$ cat config.mk
export PLATFORM = sky130hd
export DESIGN_NAME = wbuf_port_sched
export DESIGN_NICKNAME = d
export VERILOG_FILES = /design/src/rtl/wbuf_port_sched_pkg.sv /design/src/rtl/wbuf_port_sched_overlap_cmp.sv /design/src/rtl/wbuf_port_sched.sv
export SDC_FILE = /design/constraint.sdc
export NUM_CORES = 1
export LEC_CHECK = 0
export BUFFER_PORTS_ARGS = -buffer_cell sky130_fd_sc_hd__buf_2
export CELL_PAD_IN_SITES_DETAIL_PLACEMENT = 0
export CELL_PAD_IN_SITES_GLOBAL_PLACEMENT = 1
export CORE_MARGIN = 1.5
export CORE_UTILIZATION = 55
export CTS_BUF_LIST = sky130_fd_sc_hd__clkbuf_4 sky130_fd_sc_hd__clkbuf_8
export DETAILED_ROUTE_END_ITERATION = 10
export HOLD_SLACK_MARGIN = 0.03
export PLACE_DENSITY_LB_ADDON = 0.1
export REMOVE_ABC_BUFFERS = 1
export SLEW_MARGIN = 10
export SYNTH_ARGS = -nofsm -noshare
export SYNTH_HDL_FRONTEND = slang
export SYNTH_SLANG_ARGS = --single-unit
$ cat constraint.sdc
create_clock -name clk -period 15 [get_ports clk]
set_input_delay 2.25 -clock clk [delete_from_list [all_inputs] [get_ports clk]]
set_output_delay 2.25 -clock clk [all_outputs]
set_load 0.01 [all_outputs]
$ cat src/rtl/wbuf_port_sched_pkg.sv
// Shared widths, size encodings and scheduler state for the store write buffer.
package wbuf_port_sched_pkg;

  localparam int unsigned PA_W   = 15;
  localparam int unsigned DATA_W = 32;

  typedef enum logic [1:0] {
    SZ_1B = 2'b00,
    SZ_2B = 2'b01,
    SZ_3B = 2'b10,
    SZ_4B = 2'b11
  } size_e;

  typedef enum logic {
    NORMAL = 1'b0,
    FLUSH  = 1'b1
  } state_e;

endpackage

$ cat src/rtl/wbuf_port_sched_overlap_cmp.sv
// Word-range intersect test between one buffered store and the incoming load.
module wbuf_overlap_cmp
  import wbuf_port_sched_pkg::*;
(
  input  logic            en,
  input  logic [PA_W-1:0] st_addr,
  input  logic [1:0]      st_size,
  input  logic [PA_W-1:0] ld_addr,
  input  logic [1:0]      ld_size,
  output logic            hit
);

  logic [PA_W-1:0] st_end;
  logic [PA_W-1:0] ld_end;

  // Ranges are inclusive word indices: first byte's word through last byte's word.
  always_comb begin
    st_end = st_addr + PA_W'(st_size);
    ld_end = ld_addr + PA_W'(ld_size);
    hit    = en
           & (st_addr[PA_W-1:2] <= ld_end[PA_W-1:2])
           & (ld_addr[PA_W-1:2] <= st_end[PA_W-1:2]);
  end

endmodule

$ cat src/rtl/wbuf_port_sched.sv
// Store write buffer FIFO and single D-cache port arbiter between head drain and loads.
module wbuf_port_sched
  import wbuf_port_sched_pkg::*;
#(
  parameter int unsigned DEPTH      = 4,
  parameter int unsigned STARVE_MAX = 8
) (
  input  logic                     clk,
  input  logic                     rst,
  input  logic                     wb_v,
  input  logic [PA_W-1:0]          wb_addr,
  input  logic [DATA_W-1:0]        wb_data,
  input  logic [1:0]               wb_size,
  output logic                     wb_full,
  input  logic                     rd_req,
  input  logic [PA_W-1:0]          rd_addr,
  input  logic [1:0]               rd_size,
  output logic                     rd_gnt,
  output logic                     rd_block,
  output logic                     dc_op_v,
  output logic                     dc_op_wr,
  output logic [PA_W-1:0]          dc_addr,
  output logic [DATA_W-1:0]        dc_data,
  output logic [1:0]               dc_size,
  input  logic                     dc_ready,
  input  logic                     flush_req,
  output logic                     flush_done,
  output logic                     empty,
  output logic [$clog2(DEPTH):0]   count
);

  localparam int unsigned PW = $clog2(DEPTH);
  localparam int unsigned CW = PW + 1;
  localparam int unsigned SW = $clog2(STARVE_MAX + 1);

  logic [PA_W-1:0]   addr_q [DEPTH];
  logic [PA_W-1:0]   addr_d [DEPTH];
  logic [DATA_W-1:0] data_q [DEPTH];
  logic [DATA_W-1:0] data_d [DEPTH];
  logic [1:0]        size_q [DEPTH];
  logic [1:0]        size_d [DEPTH];
  logic [DEPTH-1:0]  vld_q, vld_d;
  logic [PW-1:0]     head_q, head_d, tail_q, tail_d;
  logic [CW-1:0]     count_q, count_d;
  logic [SW-1:0]     starve_q, starve_d;
  state_e            state_q, state_d;

  logic [DEPTH-1:0]  hits;
  logic              is_full, op_v, enq, wr_deq;

  for (genvar g = 0; g < DEPTH; g++) begin : g_cmp
    wbuf_overlap_cmp u_cmp (
      .en      (vld_q[g]),
      .st_addr (addr_q[g]),
      .st_size (size_q[g]),
      .ld_addr (rd_addr),
      .ld_size (rd_size),
      .hit     (hits[g])
    );
  end

  always_comb begin
    is_full    = (count_q == CW'(DEPTH));
    empty      = (count_q == '0);
    count      = count_q;
    wb_full    = is_full | (state_q == FLUSH);
    rd_block   = rd_req & (|hits);
    flush_done = (state_q == FLUSH) & empty & !rst;

    op_v     = 1'b0;
    dc_op_wr = 1'b1;
    dc_addr  = addr_q[head_q];
    dc_size  = size_q[head_q];
    dc_data  = data_q[head_q];
    // Forced-write cases own the port even when empty, so no read slips into FLUSH.
    if ((state_q == FLUSH) || is_full || ((starve_q == SW'(STARVE_MAX)) && !empty)) begin
      op_v = !empty;
    end else if (rd_req && !rd_block) begin
      op_v     = 1'b1;
      dc_op_wr = 1'b0;
      dc_addr  = rd_addr;
      dc_size  = rd_size;
    end else begin
      op_v = !empty;
    end
    dc_op_v = op_v & !rst;
    rd_gnt  = dc_op_v & !dc_op_wr & dc_ready;
    wr_deq  = dc_op_v & dc_op_wr & dc_ready;
    enq     = wb_v & !wb_full;
  end

  always_comb begin
    addr_d  = addr_q;
    data_d  = data_q;
    size_d  = size_q;
    vld_d   = vld_q;
    head_d  = head_q;
    tail_d  = tail_q;
    if (wr_deq) begin
      vld_d[head_q] = 1'b0;
      head_d        = head_q + 1'b1;
    end
    if (enq) begin
      addr_d[tail_q] = wb_addr;
      data_d[tail_q] = wb_data;
      size_d[tail_q] = wb_size;
      vld_d[tail_q]  = 1'b1;
      tail_d         = tail_q + 1'b1;
    end
    count_d = count_q + CW'(enq) - CW'(wr_deq);

    starve_d = starve_q;
    if (wr_deq || empty)                            starve_d = '0;
    else if (rd_gnt && starve_q != SW'(STARVE_MAX)) starve_d = starve_q + 1'b1;

    state_d = state_q;
    case (state_q)
      NORMAL: if (flush_req) state_d = FLUSH;
      FLUSH:  if (empty)     state_d = NORMAL;
      default:               state_d = NORMAL;
    endcase
  end

  always_ff @(posedge clk) begin
    if (rst) begin
      vld_q    <= '0;
      head_q   <= '0;
      tail_q   <= '0;
      count_q  <= '0;
      starve_q <= '0;
      state_q  <= NORMAL;
    end else begin
      vld_q    <= vld_d;
      head_q   <= head_d;
      tail_q   <= tail_d;
      count_q  <= count_d;
      starve_q <= starve_d;
      state_q  <= state_d;
    end
  end

  always_ff @(posedge clk) begin
    addr_q <= addr_d;
    data_q <= data_d;
    size_q <= size_d;
  end

endmodule
Word-level counts from Yosys, hierarchy flattened:

Index checks and enable logic that the tools add are counted.

* bits in registers: 212
* output and inout bits: 59
* word-level logic and storage cells: 122

* add/subtract/negate cells: 10
* order comparisons: 15
* equality and inequality tests: 3
* multiplexer cells: 35
* bitwise gates (word level): 24
* reductions and logical operators: 17

Operator list (number)
* $bwmux W128: 1
* $le A13 B13 Y1: 8
* $mux W32: 3
* $add A15 B2 Y15: 5
* $mux W15: 5
* $bmux W32 S2: 1
* $demux W32 S2: 1
* $bwmux W60: 1
* $bmux W15 S2: 1
* $demux W15 S2: 1
* $and A1 B1 Y1: 17
* $mux W2: 5
* $bwmux W8: 1
* $mux W1: 8
* $mux W4: 2
* $ge A3 B3 Y1 const B: 2
* $logic_and A1 B1 Y1: 6
* $lt A2 B3 Y1 const B: 2
* $not A2 Y3: 2
* $logic_not A1 Y1: 5
* $add A2 B1 Y2 const B: 2
* $add A4 B1 Y4 const B: 1
* $and A4 B4 Y4: 1
* $bmux W2 S2: 1
* other kinds (18): 22

Depth between registers and ports, before layout:

Gate-level depths: netlist (run 1).

* word-level depth: 16
* depth in mapped cells: 31
* gate-level depth less buffers: 29

Hierarchy:

From an unflattened synthesis (run 1), not the netlist that was laid out.

* cells, all modules: 920
* area, all modules: 12421.9 um^2

Modules (own cells, without submodules)
* wbuf_port_sched: instances 1, cells an instance 394, area each 8269.2 um^2, seq. area each 6206.0 um^2
* wbuf_overlap_cmp (g_cmp[2].u_cmp): instances 1, cells an instance 125, area each 1058.5 um^2, seq. area each 0.0 um^2
* wbuf_overlap_cmp (g_cmp[3].u_cmp): instances 1, cells an instance 137, area each 1049.8 um^2, seq. area each 0.0 um^2
* wbuf_overlap_cmp (g_cmp[1].u_cmp): instances 1, cells an instance 133, area each 1042.2 um^2, seq. area each 0.0 um^2
* wbuf_overlap_cmp (g_cmp[0].u_cmp): instances 1, cells an instance 131, area each 1002.2 um^2, seq. area each 0.0 um^2

Worst setup path after synthesis (run 1):

Ideal clock, no wire load.

* kind: input to output
* start: input port rd_addr[1]
* end: output port dc_addr[10]
* arrival time: 5.938 ns
* required time: 12.750 ns
* path slack: 6.812 ns
* cell stages on the path: 15
* buffers on the path: 2
* cell sequence: ha_1 > a31oi_2 > nor3_1 > nand4_1 > xor2_1 > ha_1 > a21o_1 > maj3_1 > a2111oi_0 > a211oi_2 > o211ai_1 > or2_1 > buf_6 > buf_2 > mux2_2

* word-level cells in the longest chain between the ends: 10
* elaborated cells between the ends (all ways): 19
* classes of those cells: add/sub: 1; order compare: 4; mux: 2; bitwise: 9; reduce/logical: 3

Ends and longest elaborated chain
* from (decl): line wbuf_port_sched.sv:16 `input logic [PA_W-1:0] rd_addr,`
* $add A15 B2 Y15 *: line wbuf_port_sched_overlap_cmp.sv:19 `ld_end = ld_addr + PA_W'(ld_size);`
* $le A13 B13 Y1: line wbuf_port_sched_overlap_cmp.sv:21 `& (st_addr[PA_W-1:2] <= ld_end[PA_W-1:2])`
* $and A1 B1 Y1: line wbuf_port_sched_overlap_cmp.sv:21
* $and A1 B1 Y1: line wbuf_port_sched_overlap_cmp.sv:22 `& (ld_addr[PA_W-1:2] <= st_end[PA_W-1:2]);`
* $reduce_or A4 Y1 *: line wbuf_port_sched.sv:67 `rd_block = rd_req & (|hits);`
* $and A1 B1 Y1 *: line wbuf_port_sched.sv:67
* $logic_not A1 Y1 *: line wbuf_port_sched.sv:78 `end else if (rd_req && !rd_block) begin`
* $logic_and A1 B1 Y1 *: line wbuf_port_sched.sv:78
* $mux W15 *: line wbuf_port_sched.sv:78
* $mux W15 *: line wbuf_port_sched.sv:76 `if ((state_q == FLUSH) || is_full || ((starve_q == SW'(STARVE_MAX)) && !empty)) begin`
* to (decl): line wbuf_port_sched.sv:22 `output logic [PA_W-1:0] dc_addr,`

Mark *: on every way between the ends. The rest lies on a longest branch, timed or not.

Worst setup path after layout (run 1):

Ends and elaborated chain as after synthesis.

==> results.tsv, run 1 <==
stage	metric	value	unit
timing	hold_slack	488.7	ps
timing	period_share	60.84	%
global_route	grt_max_degree	53	
place	gp_congestion	0.9227	
synth	ys_seq_area_share	52.58	%
place	post-place-ws	5941	ps
floorplan	die_h	149.5	um
floorplan	io_pins	131	
pwr	seq_power_share	42.0	%
floorplan	core-area	21020	um2
timing	max_slew_margin	45.09	%
place	placed_cell_area	12750	um2
global_route	antenna_found_initial	2	
pwr	switching_share	31.13	%
synth	ys_warn_count	0	
route	wl_per_cell	22.55	um
pwr	p_leak	5.027	nW
cells_and_area	layout_common_cells	edfxtp_1 (196), buf_2 (130), ha_1 (109), mux4_2 (49), nand2_1 (45)	
synth	synth_area_leaders	edfxtp_1 (50%), ha_1 (12%), mux4_2 (9.4%)	
run_status	status	finished clean	
clocking	clk_path_buf_depth	3	
synth	synthFlopType	edfxtp_1	
synth	yosys_register_bits	212	
clocking	root_buffer	clkbuf_8	
clocking	cts_setup_buffers	0	
critical_path	critPathKind	input pin to output pin	
clocking	cts_tree	yes	
clocking	cts-htree-levels	2	
pwr	power_density	134.6	nW/um2
clocking	cts_buffers	36	
route	vias	7834	
critical_path	crit_buf_inv	3	
place	dp_hpwl	21370	um
pwr	vdd_drop_max	140.8	uV
run	cap_violations	0	
timing	period_minus_slack	9126	ps
floorplan	die-area	22350	um2
global_route	grt.total_usage	27.03	%
route	drc	0	
critical_path	critPathLaunchType	input pin	
global_route	grt_pass1_wl	44800	um
timing	grt_setup_unrepaired	false	
pwr	finalPower	1.810	mW
clocking	hold_buffers	0	
critical_path	critPathTopFamily	compound AO/OA/AOI/OAI gates	
route	viasPerCell	6.063	
critical_path	cpPeakStageDelay	520	ps
route	wl	29140	um
timing	setup_viol	0	
synth	synth_edf_count	196	
pwr	pwr-share-comb	30.6	%
synth	synth_area	11800	um2
critical_path	critPathArrivalTime	6880	ps
synth	async_flop_share	0	%
place	io_buffer_count	130	
synth	synth_top_cell_area_share	49.87	%
clocking	clkLatencyLatePin	520	ps
floorplan	die_w	149.5	um
cells_and_area	finalNetCount	1173	
critical_path	critPathSlowestCell	a221oi_1	
critical_path	path_cells	buf_2, ha_1, a31oi_2, nor2_1, nand2_1, xor2_1, ha_1, and3b_1, o31ai_1, o311ai_0, a31oi_1, o211ai_1, a221oi_1, or3_1, or2_1, buf_4, mux2_2, buf_2	
route	antenna_left	0	
timing	timing.fmax	109.6	MHz
route	firstDrtPassIters	5	
pwr	p_int	1.247	mW
cells_and_area	area_growth	13.96	%
floorplan	row_count	53	
pwr	switchingPower	0.5634	mW
timing	drv_slew	0	
floorplan	initial_core_util	56.15	%
worst_hold_path	hold_path.class	register to register	
clocking	clk_pin_slew_worst_paths	50	ps
synth	synth.largest_area_cell	edfxtp_1	
cells_and_area	final_common_cell	edfxtp_1	
critical_path	cp.required	12750	ps
clocking	cts.sinks	212	
timing	finalWorstSetupSlack	5874	ps
clocking	post_cts_resized	0	
timing	hold_violations	0	
timing	tightestPinTransition	823.7	ps
synth	yosys.cell_types.count	70	
synth	syn_avg_cell_area	14.05	um2
route	drtIter0Drc	431	
cells_and_area	drive_gt1_share	27.29	%
pwr	pwr-share-clk	27.5	%
global_route	grt_pass1_vias	8046	
timing	setup_tns	0	ps
timing	finClkSkew	12.60	ps
critical_path	path_max_fanout	28	
critical_path	cp-end-kind	output pin	
cells_and_area	design_area	13450	um2
global_route	grt-ovfl-total	0	
synth	netlist_instances	840	
-- cell usage after synthesis (9+ instances only) --
cell,number
a21o_1,11
a21oi_1,21
a31oi_1,11
and3_1,9
clkbuf_1,15
dfxtp_1,16
edfxtp_1,196
ha_1,109
inv_1,37
mux2_2,13
mux4_2,49
nand2_1,45
nand3_1,22
nand4_1,24
nor2_1,39
o21ai_0,21
xnor2_1,40
xor2_1,28
-- path summary, 6_finish.rpt --
path / from / to / slack [ps] / cells past startpoint
worst min register to register: starve_q[3] / starve_q[3] / 490 / 2
worst max-delay path: rd_addr[1] / dc_addr[10] / 5870 / 18
worst min-delay path: starve_q[3] / starve_q[3] / 490 / 2
worst max register to register: size_q[7] / count[2] / 8160 / 29
-- power groups by stage --
| stage | registers, mW | logic [mW] | clock network (mW) |
|---|---|---|---|
| after global routing | 0.767 | 0.606 | 0.534 |
| final | 0.760 | 0.553 | 0.497 |
| after global placement | 0.768 | 0.546 | 0 |
| after detailed placement | 0.772 | 0.555 | 0 |
| after CTS | 0.761 | 0.559 | 0.509 |
| after floorplan | 0.782 | 0.341 | 0 |
-- layout make-up --
class                      count  area, um2
antenna                        2      5.005
clock buffer                  50      600.6
clock inverter                12      97.59
fill                        1582       7571
inverter                      37      138.9
multi-input combinational    567       5350
sequential                   212       6211
tap                          275      344.1
timing repair buffer         137      703.2
-- routing by layer --
metal,vias up,track usage (%),wire [um]
met2,273,44.75,14250
li1,3625,-,-
met5,-,0,0
met1,3905,36.45,12220
met4,0,6.733,463
met3,31,5.915,2200
-- registers in the layout, summed over array words and instances, names as in the netlist, 2 cells and up --
| name | flops |
|---|---|
| addr_q | 60 |
| count | 3 |
| data_q | 128 |
| head_q | 2 |
| size_q | 8 |
| starve_q | 4 |
| tail_q | 2 |
| vld_q | 4 |
-- tightest hold or removal path: stages (launching register included) --
cell     delay, ps
dfxtp_1        320
nand2_1         60
a21oi_1         50
-- logic make-up after synthesis --
logic type	count (synthesis)	synth area share (%)
xor gates and xnor gates	76	6.573
and+or+nand+nor	192	8.587
adders and majority gates	112	11.89
AOI/OAI and AO/OA	123	7.516
muxes	64	10.76
buffers and inverters	61	2.088
DFF	212	52.58
-- stage by stage --
stage,cells,util [%]
2_1_floorplan,816,-
4_1_cts,1290,63.96
6_report,1292,63.98
5_1_grt,1290,63.96
3_3_place_gp,1228,60.64
3_5_place_dp,1228,60.64
No activity file was read; power rests on OpenSTA's default activity.
==> run 2: changes to the inputs <==
--- a/config.mk
+++ b/config.mk
@@ -9,7 +9,7 @@
 export CELL_PAD_IN_SITES_DETAIL_PLACEMENT = 0
 export CELL_PAD_IN_SITES_GLOBAL_PLACEMENT = 1
 export CORE_MARGIN = 1.5
-export CORE_UTILIZATION = 55
+export CORE_UTILIZATION = 46
 export CTS_BUF_LIST = sky130_fd_sc_hd__clkbuf_4 sky130_fd_sc_hd__clkbuf_8
 export DETAILED_ROUTE_END_ITERATION = 10
 export HOLD_SLACK_MARGIN = 0.03
==> constraint.sdc (replaced) <==
create_clock -name clk -period 7.5 [get_ports clk]
set_input_delay 1.125 -clock clk [delete_from_list [all_inputs] [get_ports clk]]
set_output_delay 1.125 -clock clk [all_outputs]
set_load 0.01 [all_outputs]
==> run 2 against run 1 <==
  * Sequential power up 100%
  * Critical path depth is 6 higher
  * Final area increased by 0.72%
  * Final cell count grew 4.2%
  * Worst setup slack got worse by 5400 ps
  * Worst hold slack worse by 6.0 ps
  * Critical path type is now register to output pin
  * Critical endpoint is now dc_size[0]
==> results.tsv, run 2 (same netlist as run 1, synthesis figures left out) <==
stage	metric	value	unit
run_status	status	finished clean	
timing	tightestPinTransition	815.6	ps
route	drc	0	
cells_and_area	design_area	13550	um2
floorplan	core-area	25180	um2
route	viasPerCell	5.621	
timing	period_share	94.07	%
clocking	cts-htree-levels	2	
cells_and_area	top_register	data_q	
timing	hold_violations	0	
cells_and_area	finalNetCount	1174	
critical_path	critPathLaunchType	register	
timing	grt_setup_unrepaired	false	
global_route	grt_pass1_wl	43770	um
floorplan	initial_core_util	46.87	%
route	wl	28650	um
critical_path	critPathLaunch	addr_q[31]	
global_route	antenna_found_initial	4	
floorplan	die-area	26630	um2
clocking	hold_buffers	0	
pwr	vdd_drop_max	188.6	uV
cells_and_area	largest_reg_flops	128	
place	placed_cell_area	12840	um2
route	firstDrtPassIters	4	
worst_hold_path	min_from	starve_q[3]	
timing	setup_viol	0	
critical_path	timing.rr.start	addr_q[31]	
place	io_buffer_count	130	
clocking	clk_path_buf_depth	3	
timing	finClkSkew	11.58	ps
place	gp_congestion	0.8765	
cells_and_area	final_common_cell	edfxtp_1	
clocking	clkLatencyLatePin	520	ps
route	antenna_left	0	
global_route	grt.total_usage	22.21	%
global_route	grt-ovfl-total	0	
floorplan	row_count	58	
cells_and_area	largest_registers	data_q: 128 flops, addr_q: 60 flops, size_q: 8 flops	
timing	timing.fmax	141.7	MHz
critical_path	critPathKind	register to output pin	
cells_and_area	area_growth	14.78	%
route	wl_per_cell	21.28	um
timing	setup_tns	0	ps
run	cap_violations	0	
critical_path	critPathArrivalTime	5930	ps
pwr	p_leak	5.044	nW
cells_and_area	layout_common_cells	edfxtp_1 (196), buf_2 (130), ha_1 (109), mux4_2 (49), nand2_1 (45)	
cells_and_area	final_util	53.80	%
timing	max_slew_margin	45.63	%
cells_and_area	nFillCells	2176	
floorplan	io_pins	131	
clocking	cts.sinks	212	
route	drtIter0Drc	390	
pwr	power_density	267.9	nW/um2
clocking	root_buffer	clkbuf_8	
global_route	grt_pass1_vias	7661	
clocking	cts_tree	yes	
timing	period_minus_slack	7055	ps
critical_path	cp.required	6380	ps
critical_path	cp-end-kind	output pin	
critical_path	path_max_fanout	26	
floorplan	die_w	163.2	um
global_route	grt_max_degree	53	
timing	drv_slew	0	
route	vias	7566	
place	dp_hpwl	20830	um
cells_and_area	drive_gt1_share	27.19	%
clocking	clk_pin_slew_worst_paths	60	ps
floorplan	die_h	163.2	um
timing	finalWorstSetupSlack	444.9	ps
clocking	cts_buffers	35	
worst_hold_path	hold_path.class	register to register	
place	post-place-ws	858.7	ps
[run 2: cell count changes in the layout (fill, tap and decap cells not counted)]
| cell | change |
|---|---|
| inv_6 | +1 |
| clkbuf_4 | -1 |
| clkinvlp_4 | -2 |
| nor2_2 | +1 |
| nor2_1 | -1 |
| diode_2 | -1 |
| buf_12 | +1 |
| clkbuf_8 | -1 |
| clkinv_1 | +2 |
| buf_4 | +1 |
| clkinv_2 | -2 |
| bufinv_16 | +1 |
[run 2: worst max-delay path: stages (launching register included)]
cell and delay, ps:
edfxtp_1 420, ha_1 300, a31oi_1 180, nor2_1 250, nand3_1 170, nor2_1 120, buf_4 150, nand3_1 130
nor2_1 260, nand3_1 160, nor2_1 300, nand3_1 160, xor2_1 170, ha_1 300, a21oi_1 160, nand2_1 70
a21oi_1 120, a221oi_1 120, a2111oi_0 520, a211oi_2 140, o211ai_1 220, or2_1 270, buf_12 220, mux2_2 350
buf_2 140
[run 2: area by class of cell]
class | instances | area, um2 | share of cell area, %
clock inverters | 12 | 118.9 | 0.8774
inverters | 37 | 138.9 | 1.025
well taps | 330 | 412.9 | 3.048
multi-input cells | 567 | 5353 | 39.51
diodes | 1 | 2.502 | 0.01847
repair buffers | 139 | 730.7 | 5.394
clock buffers | 48 | 579.3 | 4.276
flip-flops and latches | 212 | 6211 | 45.85
[run 2: per-stage QoR]
| step | hold WS [ps] | total power [mW] | instances |
|---|---|---|---|
| after floorplan | 453.5 | 2.246 | 816 |
| after global placement | 469.6 | 2.668 | 1285 |
| after detailed placement | 474.2 | 2.663 | 1285 |
| after CTS | 480.8 | 3.689 | 1345 |
| after global routing | 511.2 | 3.839 | 1345 |
| final | 482.7 | 3.629 | 1346 |
[run 2: report_power, final]
group          leakage (nW)  switching [mW]  internal [mW]
combinational          2.76           0.583          0.517
sequential             1.92          0.0944           1.42
clock                 0.362           0.439          0.571
[run 2: timing repair]
| item | CTS | global route |
|---|---|---|
| setup endpoints to repair | 0 | 11 |
| resized for setup | 0 | 1 |
| setup buffers | 0 | 0 |
[run 2: path summary, 6_finish.rpt]
path	slack, ps	cells past startpoint	endpoint
setup reg to reg	1000	31	count[2]
hold reg to reg	480	2	starve_q[3]
setup / recovery	440	24	dc_size[0]
hold / removal	480	2	starve_q[3]
[run 2: per-layer routing]
metal	wire length [um]	share of wire [%]	GRT usage, %	vias up
li1	-	-	-	3626
met1	12890	45	30.10	3726
met2	13680	48	36.44	172
met3	1588	5.5	4.799	38
met4	456	1.6	5.463	4
met5	30	0.10	0	-
